File: config.mk
export PLATFORM = sky130hd
export DESIGN_NAME = mod12_share_arbiter
export DESIGN_NICKNAME = d
export VERILOG_FILES = /design/src/rtl/mod12_share_arbiter.sv
export SDC_FILE = /design/constraint.sdc
export NUM_CORES = 1
export LEC_CHECK = 0
export CELL_PAD_IN_SITES_DETAIL_PLACEMENT = 1
export CELL_PAD_IN_SITES_GLOBAL_PLACEMENT = 1
export CORE_UTILIZATION = 38
export CTS_BUF_LIST = sky130_fd_sc_hd__clkbuf_8
export CTS_CLUSTER_DIAMETER = 120
export DETAILED_ROUTE_END_ITERATION = 7
export MAX_ROUTING_LAYER = met4
export PLACE_DENSITY = 0.95
export SLEW_MARGIN = 20
export SYNTH_ARGS = -nofsm -noshare
export SYNTH_HDL_FRONTEND = slang
export SYNTH_SLANG_ARGS = --single-unit
File: constraint.sdc
create_clock -name clk -period 2.4 [get_ports clk]
set_input_delay 0.72 -clock clk [delete_from_list [all_inputs] [get_ports clk]]
set_output_delay 0.72 -clock clk [all_outputs]
set_load 0.01 [all_outputs]
File: src/rtl/mod12_share_arbiter.sv
// Two-requester arbiter for a shared modulo-MOD counter: the winner loads a start
// value and step count, the counter runs, and a one-cycle done pulse ends the grant.
module mod12_share_arbiter #(
  parameter int MOD = 12
) (
  input  logic       clk,
  input  logic       rst,
  input  logic       req0,
  input  logic       req1,
  input  logic [3:0] din0,
  input  logic [3:0] din1,
  input  logic [3:0] len0,
  input  logic [3:0] len1,
  output logic       gnt0,
  output logic       gnt1,
  output logic       done0,
  output logic       done1,
  output logic       busy,
  output logic [3:0] count
);

  typedef enum logic [1:0] {IDLE, RUN, DONE} state_t;

  state_t     state, state_nx;
  logic [3:0] rem, rem_nx, count_nx;
  logic       pri, pri_nx;
  logic       gnt0_nx, gnt1_nx, done0_nx, done1_nx, busy_nx;
  logic       sel1;
  logic [3:0] len_sel;

  function automatic logic [3:0] mod_reduce(input logic [3:0] v);
    return 4'({1'b0, v} % 5'(MOD));
  endfunction

  function automatic logic [3:0] wrap_inc(input logic [3:0] c);
    return (c == 4'(MOD - 1)) ? 4'd0 : c + 4'd1;
  endfunction

  always_comb begin
    state_nx = state;
    rem_nx   = rem;
    count_nx = count;
    pri_nx   = pri;
    gnt0_nx  = gnt0;
    gnt1_nx  = gnt1;
    busy_nx  = busy;
    done0_nx = 1'b0;
    done1_nx = 1'b0;
    // Requester 1 wins when it is alone or when both ask and it holds priority.
    sel1     = req1 & (~req0 | pri);
    len_sel  = sel1 ? len1 : len0;
    case (state)
      IDLE: begin
        if (req0 | req1) begin
          gnt0_nx  = ~sel1;
          gnt1_nx  = sel1;
          busy_nx  = 1'b1;
          count_nx = mod_reduce(sel1 ? din1 : din0);
          rem_nx   = len_sel;
          if (len_sel == 4'd0) begin
            state_nx = DONE;
            done0_nx = ~sel1;
            done1_nx = sel1;
          end else begin
            state_nx = RUN;
          end
        end
      end
      RUN: begin
        count_nx = wrap_inc(count);
        rem_nx   = rem - 4'd1;
        if (rem == 4'd1) begin
          state_nx = DONE;
          done0_nx = gnt0;
          done1_nx = gnt1;
        end
      end
      DONE: begin
        gnt0_nx  = 1'b0;
        gnt1_nx  = 1'b0;
        busy_nx  = 1'b0;
        pri_nx   = gnt0;
        state_nx = IDLE;
      end
      default: state_nx = IDLE;
    endcase
  end

  always_ff @(posedge clk) begin
    if (!rst) begin
      state <= IDLE;
      rem   <= 4'd0;
      count <= 4'd0;
      pri   <= 1'b0;
      gnt0  <= 1'b0;
      gnt1  <= 1'b0;
      done0 <= 1'b0;
      done1 <= 1'b0;
      busy  <= 1'b0;
    end else begin
      state <= state_nx;
      rem   <= rem_nx;
      count <= count_nx;
      pri   <= pri_nx;
      gnt0  <= gnt0_nx;
      gnt1  <= gnt1_nx;
      done0 <= done0_nx;
      done1 <= done1_nx;
      busy  <= busy_nx;
    end
  end

endmodule

==> flow_metrics.env <==
export IMPL_outcome="complete, no violations"
export IMPL_clkTransAtPathRegs_ps=70
export IMPL_fillers=306
export IMPL_insertion_delay_ps=250
export IMPL_seqCellArea_um2=320
export IMPL_hold_violations=0
export IMPL_nNetsFinal=172
export IMPL_clock_sinks=16
export IMPL_worst_pin_slew_ps=697
export IMPL_drtPass1Iterations=4
export IMPL_ant_nets=0
export IMPL_fin_crit_sh=0.822
export IMPL_chipWidth_um=53.2
export IMPL_rsz0062_at_grt="no"
export IMPL_core_area_um2=2480
export IMPL_via_count=1017
export IMPL_criticalPathCategory="in -> reg"
export IMPL_place_gp_congestion=0.848
export IMPL_layout_drive_gt1_share=0.0952
export IMPL_fmax_mhz=507
export IMPL_endpoint_kind="flip-flop"
export IMPL_die_area_um2=2830
export IMPL_async_flop_share=0
export IMPL_dp_final_hpwl_mm=2.29
export IMPL_grt_pass1_vias=986
export IMPL_p_clk_frac=0.269
export IMPL_peakVddDrop_v=0.000304
export IMPL_m1WireLength_mm=1.36
export IMPL_synth_yosys_seq_area_share=0.322
export IMPL_cts_tree="done"
export IMPL_power_switching_mw=0.255
export IMPL_yosysMostFrequentCell="dfxtp_1"
export IMPL_slew_headroom=0.534
export IMPL_syn_num_nets=144
export IMPL_start_kind="input pin"
export IMPL_ys_seq_elements=16
export IMPL_antenna_cells=0
export IMPL_drv_cap=0
export IMPL_place_area_um2=1280
export IMPL_drv_slew=0
export IMPL_synth_area_per_cell_um2=8.23
export IMPL_antenna_found_initial=0
export IMPL_ys_warnings_count=0
export IMPL_met2WireLength_mm=1.46
export IMPL_cp_max_fo=14
export IMPL_p_sw_frac=0.326
export IMPL_pwr_density_cell_nw_per_um2=590
export IMPL_cts_buffers=3
export IMPL_synth_cells=121
export IMPL_area_growth_pct=32.8
export IMPL_wl_mm=3.00
export IMPL_fin_tns_setup_ps=0
export IMPL_p_leak_nw=0.518
export IMPL_cts_setup_buffers=0
export IMPL_grt_use_total=0.236
export IMPL_design_area_um2=1320
export IMPL_wl_met3_um=136
export IMPL_hold_path_class="reg -> reg"
export IMPL_routed_top_layer="met4"
export IMPL_portBuffers=28
export IMPL_ys_top_cells_by_area="dfxtp_1 (32%), a21oi_1 (4.5%), and3_1 (4.4%)"
export IMPL_skew_ps=1.68
export IMPL_route_detailed_drc=0
export IMPL_overflow=0
export IMPL_io_pins=29
export IMPL_rows=18
export IMPL_synth_top_area_frac=0.322
export IMPL_synthTopCellsByCount="dfxtp_1 (16), a21oi_1 (9), nand2_1 (8), nor2_1 (8), and3_1 (7)"
export IMPL_die_h_um=53.2
export IMPL_finalCriticalPeriod_ps=1970
export IMPL_synth_distinct_cells=50
export IMPL_wl_per_cell_um=16.9
export IMPL_h_tree_depth=1
export IMPL_hold_buffers=0
export IMPL_grt_pass1_wl_mm=4.62
export IMPL_cp_arrival_ps=2160
export IMPL_vias_per_cell=5.75
export IMPL_syn_area_um2=996
export IMPL_synth_edff_count=0
export IMPL_start_util=0.402
export IMPL_synth_ff_type="dfxtp_1"
export IMPL_drt_iter0_drc=7
export IMPL_p_int_mw=0.525
export IMPL_grt_max_degree=15
export IMPL_multi_input_area_um2=606
export IMPL_post_cts_resized=0
export IMPL_clock_path_buffers=2
export IMPL_setup_viol=0
export IMPL_synth_top_cell_by_area="dfxtp_1"
export IMPL_worstPathRequired_ps=2590
export IMPL_clk_root_buffer_cell="clkbuf_8"
export IMPL_p_comb_frac=0.314
export IMPL_seqPwrFrac=0.417
## flip-flops by register name, summed over array words and instances, names as in the netlist
| register | flops |
|---|---|
| gnt0 | 1 |
| done1 | 1 |
| state | 2 |
| busy | 1 |
| gnt1 | 1 |
| pri | 1 |
| count | 4 |
| rem | 4 |
| done0 | 1 |
## critical path, cell delays in order
cell and delay, ps:
clkdlybuf4s50_1 530, nand2b_2 220, and3_1 270, o32a_1 330, nor2_1 90
## final cells by class
type	instances	area share
multi-input cells	92	0.458
flip-flops and latches	16	0.242
repair buffers	30	0.223
clock buffers	3	0.0312
well taps	30	0.0284
inverters	6	0.0170
## stage by stage
step / util / worst slack [ps] / total power, mW / instances / hold WS [ps]
after global placement: 0.517 / 218 / 0.562 / 174 / 451
after global routing: 0.534 / 373 / 0.817 / 177 / 496
final: 0.534 / 426 / 0.780 / 177 / 469
after CTS: 0.534 / 439 / 0.779 / 177 / 473
after floorplan: - / 693 / 0.475 / 121 / 455
after detailed placement: 0.517 / 189 / 0.574 / 174 / 458
## metal layers
| metal | track usage | up-vias |
|---|---|---|
| li1 | - | 496 |
| met3 | 0.0402 | 5 |
| met2 | 0.401 | 39 |
| met5 | - | - |
| met1 | 0.287 | 477 |
| met4 | 0.0614 | 0 |
## path summary, 6_finish.rpt
check	from	to	slack (ps)	cells after the start
max	req0	state[0]$_SDFFE_PN0P_	430	5
min	busy$_SDFFE_PN0P_	busy$_SDFFE_PN0P_	470	2
max reg2reg	state[0]$_SDFFE_PN0P_	done1$_SDFF_PN0_	780	4
min reg2reg	busy$_SDFFE_PN0P_	busy$_SDFFE_PN0P_	470	2
## power by group through the flow
stage / clock network (mW) / logic [mW] / registers (mW)
after floorplan: 0 / 0.145 / 0.330
after global placement: 0 / 0.234 / 0.328
after detailed placement: 0 / 0.243 / 0.331
after CTS: 0.208 / 0.245 / 0.325
after global routing: 0.220 / 0.267 / 0.330
final: 0.210 / 0.245 / 0.325
## cell families (layout without fill, tap and decap cells)
logic type | count (synthesis) | in the layout | share of synthesized area
multiplexers | 2 | 2 | 0.0201
XOR/XNOR | 1 | 1 | 0.00880
AND/OR/NAND/NOR | 45 | 45 | 0.250
flip-flops | 16 | 16 | 0.322
AO/OA/AOI/OAI | 41 | 41 | 0.291
buffers and inverters | 13 | 39 | 0.0703
adder cells (fa/ha/maj) | 3 | 3 | 0.0377
## placed cells by master (no fill, tap or decap), drive strengths merged, types with 2 or more instances in the layout
master         Yosys  routed
nand2b             5       5
dfxtp             16      16
clkbuf             2       3
o22ai              2       2
a31oi              2       2
clkdlybuf4s50      0      28
nor3b              2       2
nor2               9       9
inv                6       6
a211oi             3       3
mux2i              2       2
o21ai              9       9
nor3               2       2
buf                5       2
a21boi             3       3
nand3              3       3
and3               7       7
nand2              9       9
a21oi             11      11
ha                 3       3
(Power assumes the default switching activity.)
